===== src/rtl/fmdll_pkg.sv =====
// Shared DLL tap-path types: tap vector geometry and the index-encoder state enum.
package fmdll_pkg;

  localparam int TAP_N = 16;
  localparam int TAP_W = 4;

  typedef enum logic [1:0] {
    ACQ    = 2'd0,
    LOCK   = 2'd1,
    CHANGE = 2'd2
  } enc_state_e;

endpackage


===== src/rtl/onehot16_classify.sv =====
// Combinational classifier for one sampled tap vector: legal one-hot, all-zero or
// multi-hot, plus the index of the set bit.
module onehot16_classify
  import fmdll_pkg::*;
(
  input  logic [TAP_N-1:0] s,
  output logic             legal,
  output logic             zero,
  output logic             multi,
  output logic [TAP_W-1:0] idx
);

  logic [TAP_W:0] ones;

  // idx is only meaningful when legal; for multi-hot it holds the highest set bit.
  always_comb begin
    ones = '0;
    idx  = '0;
    for (int i = 0; i < TAP_N; i++) begin
      ones = ones + {{TAP_W{1'b0}}, s[i]};
      if (s[i]) idx = TAP_W'(i);
    end
  end

  assign zero  = (ones == '0);
  assign legal = (ones == (TAP_W + 1)'(1));
  assign multi = (ones > (TAP_W + 1)'(1));

endmodule


===== src/rtl/onehot16_encoder.sv =====
// Registered, filtered 16-to-4 one-hot encoder for DLL tap readback.
// Define ONEHOT_ENC_SYNC_EN to put a 2-flop synchronizer on T (otherwise one capture flop).
module onehot16_encoder
  import fmdll_pkg::*;
#(
  parameter int STABLE_CNT = 4,
  parameter int CNT_W      = 4
) (
  input  logic        clk,
  input  logic        rst_n,
  input  logic        en,
  input  logic [15:0] T,
  input  logic        err_clr,
  output logic [3:0]  Q,
  output logic        q_valid,
  output logic        upd,
  output logic        err,
  output logic        zero,
  output logic [1:0]  state_dbg
);

  localparam logic [CNT_W-1:0] STABLE_V = CNT_W'(STABLE_CNT);

  logic [TAP_N-1:0] s;

`ifdef ONEHOT_ENC_SYNC_EN
  logic [TAP_N-1:0] t_meta;

  always_ff @(posedge clk) begin
    if (!rst_n) begin
      t_meta <= '0;
      s      <= '0;
    end else begin
      t_meta <= T;
      s      <= t_meta;
    end
  end
`else
  always_ff @(posedge clk) begin
    if (!rst_n) begin
      s <= '0;
    end else begin
      s <= T;
    end
  end
`endif

  logic             s_legal;
  logic             s_zero;
  logic             s_multi;
  logic [TAP_W-1:0] s_idx;

  onehot16_classify u_classify (
    .s     (s),
    .legal (s_legal),
    .zero  (s_zero),
    .multi (s_multi),
    .idx   (s_idx)
  );

  enc_state_e       state;
  logic [CNT_W-1:0] cnt;
  logic [TAP_W-1:0] cand;
  logic [CNT_W-1:0] cnt_inc;
  logic [CNT_W-1:0] run_next;
  logic             run_done;

  // run_next is the persistence count this sample would produce; cnt is always 0 in
  // LOCK, so a differing index there starts a fresh run of 1.
  always_comb begin
    cnt_inc  = (cnt >= STABLE_V) ? STABLE_V : cnt + CNT_W'(1);
    run_next = (s_idx == cand) ? cnt_inc : CNT_W'(1);
    run_done = (run_next == STABLE_V);
  end

  always_ff @(posedge clk) begin
    if (!rst_n) begin
      state   <= ACQ;
      cnt     <= '0;
      cand    <= '0;
      Q       <= '0;
      q_valid <= 1'b0;
      upd     <= 1'b0;
      err     <= 1'b0;
      zero    <= 1'b0;
    end else begin
      upd  <= 1'b0;
      zero <= s_zero;
      if (en) begin
        if (s_multi) begin
          err <= 1'b1;
        end else if (err_clr) begin
          err <= 1'b0;
        end

        case (state)
          ACQ: begin
            if (s_legal) begin
              cand <= s_idx;
              if (run_done) begin
                Q       <= s_idx;
                q_valid <= 1'b1;
                upd     <= 1'b1;
                cnt     <= '0;
                state   <= LOCK;
              end else begin
                cnt <= run_next;
              end
            end else begin
              cnt <= '0;
            end
          end

          LOCK: begin
            if (s_legal && (s_idx != Q)) begin
              cand <= s_idx;
              if (run_done) begin
                Q   <= s_idx;
                upd <= 1'b1;
              end else begin
                cnt   <= run_next;
                state <= CHANGE;
              end
            end
          end

          CHANGE: begin
            if (!s_legal) begin
              cnt   <= '0;
              state <= LOCK;
            end else if (s_idx == cand) begin
              if (run_done) begin
                Q     <= cand;
                upd   <= 1'b1;
                cnt   <= '0;
                state <= LOCK;
              end else begin
                cnt <= run_next;
              end
            end else if (s_idx == Q) begin
              cnt   <= '0;
              state <= LOCK;
            end else begin
              cand <= s_idx;
              cnt  <= CNT_W'(1);
            end
          end

          default: begin
            cnt   <= '0;
            state <= ACQ;
          end
        endcase
      end
    end
  end

  assign state_dbg = state;

endmodule


===== config.mk =====
export PLATFORM = sky130hd
export DESIGN_NAME = onehot16_encoder
export DESIGN_NICKNAME = d
export VERILOG_FILES = /design/src/rtl/fmdll_pkg.sv /design/src/rtl/onehot16_classify.sv /design/src/rtl/onehot16_encoder.sv
export SDC_FILE = /design/constraint.sdc
export NUM_CORES = 1
export LEC_CHECK = 0
export CAP_MARGIN = 5
export CORE_ASPECT_RATIO = 0.9
export CORE_MARGIN = 3
export CORE_UTILIZATION = 45
export CTS_CLUSTER_DIAMETER = 150
export DETAILED_ROUTE_END_ITERATION = 12
export PLACE_DENSITY = 0.72
export SLEW_MARGIN = 20
export SYNTH_ARGS = -nofsm -noshare
export SYNTH_HDL_FRONTEND = slang
export SYNTH_SLANG_ARGS = --single-unit

===== constraint.sdc =====
create_clock -name clk -period 5 [get_ports clk]
set_input_delay 1.25 -clock clk [delete_from_list [all_inputs] [get_ports clk]]
set_output_delay 1.25 -clock clk [all_outputs]
set_load 0.02 [all_outputs]

* Word-level counts from Yosys, hierarchy flattened *
Index checks and enable logic that the tools add are counted.

cells by class
  $add $sub $neg = 16
  $mul = 0
  div/mod/pow operators = 0
  $lt $le $gt $ge = 2
  eq/ne operators = 16
  shift operators = 0
  multiplexer cells = 54
  bitwise operators = 0
  reductions and logical operators = 12

operators by type and width
  cell                 count
  $mux 4               27
  $add 5x1->5          14
  $pmux 4 s3           3
  $mux 2               9
  $ne 2x2->1 const B   8
  $reduce_and 7->1     2
  $mux 3               4
  $mux 1               9
  $eq 4x4->1           2
  $pmux 2 s3           1
  $eq 5x1->1 const B   1
  $gt 5x1->1 const B   1
  $logic_not 5->1      1
  $reduce_and 5->1     1
  $add 4x1->4 const B  1
  $eq 4x3->1 const B   1
  $ge 4x3->1 const B   1
  $ne 4x4->1           1
  $ne 4x4->1 const B   1
  $reduce_and 2->1     2
  $reduce_and 4->1     1
  $pmux 1 s3           1
  $reduce_and 3->1     1
  $reduce_bool 3->1    1
  6 further kinds      6

word-level totals
  register bits = 34
  latch bits = 0
  memory bits (writable) = 0
  bits in read-only memories = 0
  input port bits = 20
  output and inout port bits = 10
  word-level logic and storage cells = 109
  memories kept = 0

* Longest topological paths before layout *
Gate-level depths: netlist of the first run.

  word-level depth = 22
  gate-level depth with buffers = 19
  depth with buffers taken out = 18

* Hierarchy *
A second synthesis of the first run with hierarchy kept.

unflattened totals
  cell total of the unflattened synthesis = 208
  area total of the unflattened synthesis = 1974.4 µm²

modules (own cells, without submodules)
  module             times used  cells each  area each (µm²)  seq. area each (µm²)
  onehot16_encoder   1           142         1428.9           680.7
  onehot16_classify  1           66          545.5            0.0

* Worst setup path before layout of the first run *
No wires, ideal clock.

  path kind = register to register
  from = register s[1]
  to = register Q[0]
  library setup time = 0.070 ns
  arrival time = 4.755 ns
  required time = 4.930 ns
  setup slack = 0.175 ns
  stages on the path, launching flop included = 17
  path buffers = 1
  period minus slack after synthesis = 4.825 ns
  path through = dfxtp_1 ha_1 inv_1 fa_1 fa_1 fa_1 fa_1 fa_1 inv_1 fa_1 or4_1 nor2_1 and2_1 buf_2 and3_2 o2111ai_1 a21oi_1

between the ends
  longest elaborated chain between the ends = 21
  elaborated cells between the ends (all ways) = 46
  classes of those cells = 15 x add/sub; 9 x eq/ne; 20 x mux; 2 x reduce/logical

RTL lines
  item                                                  RTL line                 text
  start, declared                                       onehot16_encoder.sv:24   logic [TAP_N-1:0] s;
  start signal, assigned                                onehot16_encoder.sv:41   s <= '0;
  start signal, assigned                                onehot16_encoder.sv:43   s <= T;
  branches (longest 21 deep; another with $add 5x1->5)  n/a
  end signal, assigned                                  onehot16_encoder.sv:101  Q <= s_idx;
  end signal, assigned                                  onehot16_encoder.sv:118  Q <= s_idx;
  end signal, assigned                                  onehot16_encoder.sv:133  Q <= cand;
  end, declared                                         onehot16_encoder.sv:14   output logic [3:0] Q,

Several ways; the timed one is not identified. The select of a mux whose other input is x is not followed.
A chain may end at the register's enable or synchronous reset.

* Worst setup path after layout of the first run *
Ends and elaborated chain as after synthesis.

==> results of run 1 <==
## critical path, delay by kind of cell (launching register included)
family / cells / cell delay (ns)
simple gates: 4 / 1.08
compound gates: 2 / 0.30
flops: 1 / 0.31
buf+inv: 2 / 0.12
fa+ha+maj: 7 / 2.90
## flip-flops by register name, summed over array words and instances, names as in the netlist
name / flops
Q: 4
cand: 4
cnt: 4
err: 1
q_valid: 1
s: 16
state_dbg: 2
upd: 1
zero: 1
## stage by stage
step,total power (uW),setup TNS [ns],util
2_1_floorplan,574,0,-
3_3_place_gp,651,0,0.566
3_5_place_dp,658,-0.0185,0.566
4_1_cts,871,0,0.588
5_1_grt,948,0,0.592
6_report,878,0,0.592
## routing by layer
layer	global-route usage	up-vias	part of all wire
li1	-	829	-
met1	0.210	781	0.46
met2	0.258	49	0.46
met3	0.0361	5	0.058
met4	0.0731	0	0.012
met5	0	-	0
## where the power goes
part           leakage [uW]  total, uW  internal [uW]  switching (uW)
Combinational      0.000634        333            168             165
Sequential         0.000279        337            301            35.9
Clock             0.0000482        208            111            97.2
Total              0.000962        878            580             298
## cells by family after synthesis
family / Yosys count / synth area share
AOI/OAI and AO/OA: 49 / 0.194
xor gates and xnor gates: 4 / 0.0171
adders and majority gates: 16 / 0.134
buffers and inverters: 31 / 0.0585
DFF: 34 / 0.332
muxes: 8 / 0.0396
and+or+nand+nor: 74 / 0.225
## repair_timing
item                       in CTS  in global routing
resized for setup               2                  8
setup endpoints to repair       4                 16
cloned                          0                  0
pin swaps                       0                  4
## path summary, 6_finish.rpt
kind | slack, ns | to | cells after the start | start
max | 0.21 | Q[0]$_SDFFE_PN0P_ | 15 | s[1]$_SDFF_PN0_
min | 0.47 | q_valid$_SDFFE_PN0P_ | 1 | q_valid$_SDFFE_PN0P_
min reg2reg | 0.47 | q_valid$_SDFFE_PN0P_ | 1 | q_valid$_SDFFE_PN0P_
max reg2reg | 0.21 | Q[0]$_SDFFE_PN0P_ | 15 | s[1]$_SDFF_PN0_
## Yosys cell counts, types with 2 or more instances
| cell type | number |
|---|---|
| mux2i_1 | 7 |
| o2111ai_1 | 4 |
| nand3_1 | 4 |
| xnor2_1 | 2 |
| o221a_1 | 4 |
| fa_1 | 10 |
| o31ai_1 | 2 |
| ha_1 | 6 |
| nor2_1 | 8 |
| xor2_1 | 2 |
| nand2_1 | 10 |
| a21oi_2 | 3 |
| nor2b_1 | 3 |
| nor4_1 | 3 |
| nor3_4 | 2 |
| nand2b_1 | 8 |
| a221oi_2 | 3 |
| or4_1 | 2 |
| a21oi_1 | 7 |
| o21a_1 | 4 |
| dfxtp_1 | 34 |
| nand3b_1 | 2 |
| inv_1 | 24 |
| and2_1 | 17 |
| nand4_1 | 2 |
| o21ai_0 | 9 |
| nor3_1 | 5 |
| clkbuf_1 | 3 |
| and3_1 | 2 |
| buf_2 | 3 |
## layout make-up
cell class / instances / area (sq um) / share of cell area
multi-input combinational: 151 / 1270 / 0.507
sequential: 34 / 681 / 0.271
clock inverter: 1 / 5.00 / 0.00199
timing repair buffer: 30 / 298 / 0.119
clock buffer: 7 / 86.3 / 0.0344
inverter: 25 / 93.8 / 0.0374
tap: 60 / 75.1 / 0.0299
## layout by cell type (no fill, tap or decap), drive strengths merged, types with 7 or more instances in the layout
cell	count
a21oi	10
and2	17
clkbuf	7
clkdlybuf4s50	29
dfxtp	34
fa	10
inv	25
mux2i	7
nand2	10
nand2b	8
nor2	8
nor3	8
o21ai	11
==> impl_metrics.json, run 1 <==
{
  "cp.arrival_ns": 5.00,
  "fmax_mhz": 209,
  "core_sq_um": 4240,
  "hold_buffers": 0,
  "hp-class": "register to register",
  "clock_latency_ns": 0.29,
  "setup_viol_count_final": 0,
  "rows": 22,
  "ys_types": 51,
  "path_class": "register to register",
  "post-cts-setup-buffers": 0,
  "die_area_sq_um": 5410,
  "status": "completed",
  "syn_to_final_growth_pct": 22.3,
  "cts.sinks": 34,
  "worst_slew_pin_slew_ns": 0.885,
  "maxSlewHeadroom": 0.408,
  "async_flop_share": 0,
  "syn_avg_cell_area_sq_um": 9.51,
  "num_antenna_cells": 0,
  "report.final.slew_viol_count": 0,
  "cts_root_buffer": "clkbuf_8",
  "holdWs_ns": 0.465,
  "design_area_sq_um": 2510,
  "port_buffers": 29,
  "critPathLaunchType": "register",
  "synthFlopType": "dfxtp_1",
  "finClkSkew_ns": 0.00948,
  "finalCritPeriodShare": 0.957,
  "grt_pass1_wl_um": 7130,
  "place.gp.congestion": 0.805,
  "drt_iter0_drc": 68,
  "final_layout_size_suffix_gt1_frac": 0.117,
  "fin_nets": 283,
  "max_stage_delay_ns": 0.53,
  "wl_per_cell_um": 12.9,
  "crit_top_cell": "fa_1",
  "h-tree-depth": 2,
  "yosysTopAreaCellShare": 0.332,
  "hold_viol_final": 0,
  "placedCellCount": 300,
  "via_per_inst": 5.40,
  "power-per-cell-area_nw_per_um2": 350,
  "nFillCells": 397,
  "drc": 0,
  "place_ws_ns": -0.00928,
  "cp.required_ns": 5.21,
  "period_minus_slack_ns": 4.79,
  "cts.path.max_buffers": 2,
  "rsz0062_at_grt": "no",
  "die_x_um": 77.2,
  "numCtsBuffers": 5,
  "grt_pass1_vias": 1590,
  "netlist_area_sq_um": 2050,
  "dr.pass1.iters": 4,
  "slowest_stage": "or4_4",
  "dieHeight_um": 70.1,
  "antenna_found_initial": 0,
  "synth_edf_count": 0,
  "drt_wl_total_um": 3970,
  "ant_nets": 0,
  "ys.warnings.count": 0,
  "grt_max_degree": 32,
  "dp_hpwl_um": 3010,
  "vias": 1664,
  "overflow": 0,
  "p_leak_uw": 0.000962,
  "fin_ws_ns": 0.213,
  "synth_seq_cells": 34,
  "instances_no_fill": 308,
  "start_util": 0.484,
  "path_cells": "ha_1 > inv_1 > fa_1 > fa_1 > fa_1 > fa_1 > fa_2 > inv_1 > fa_1 > or4_4 > nor2_2 > and2_4 > and3_4 > o2111ai_1 > a21oi_1",
  "cts_tree": "done",
  "synth-seq-area-share": 0.332,
  "dpl_cell_area_sq_um": 2400,
  "track_usage": 0.162,
  "worst_setup_path_end_kind": "register",
  "synth_area_leader_cell": "dfxtp_1",
  "maxCapViolCount": 0,
  "top_level_ports": 30,
  "cp_max_fo": 6,
  "synth.area.top_cells": "dfxtp_1 33%, fa_1 9.8%, and2_1 5.2%, inv_1 4.4%, ha_1 3.7%",
  "ir_drop_uv": 169,
  "clkSlewWorstSetupHoldPaths_ns": 0.07,
  "netlist_instances": 216,
  "synth_nets": 252
}
No activity file was read; power rests on OpenSTA's default activity.
==> run 2: changes to the inputs <==
--- a/config.mk
+++ b/config.mk
@@ -5,11 +5,12 @@
 export SDC_FILE = /design/constraint.sdc
 export NUM_CORES = 1
 export LEC_CHECK = 0
+export ABC_CLOCK_PERIOD_IN_PS = 5000
 export CAP_MARGIN = 5
 export CORE_ASPECT_RATIO = 0.9
 export CORE_MARGIN = 3
 export CORE_UTILIZATION = 45
-export CTS_CLUSTER_DIAMETER = 150
+export CTS_CLUSTER_DIAMETER = 30
 export DETAILED_ROUTE_END_ITERATION = 12
 export PLACE_DENSITY = 0.72
 export SLEW_MARGIN = 20
==> results of run 2 <==
Final layout, timing and power as in run 1 (identical DEF).
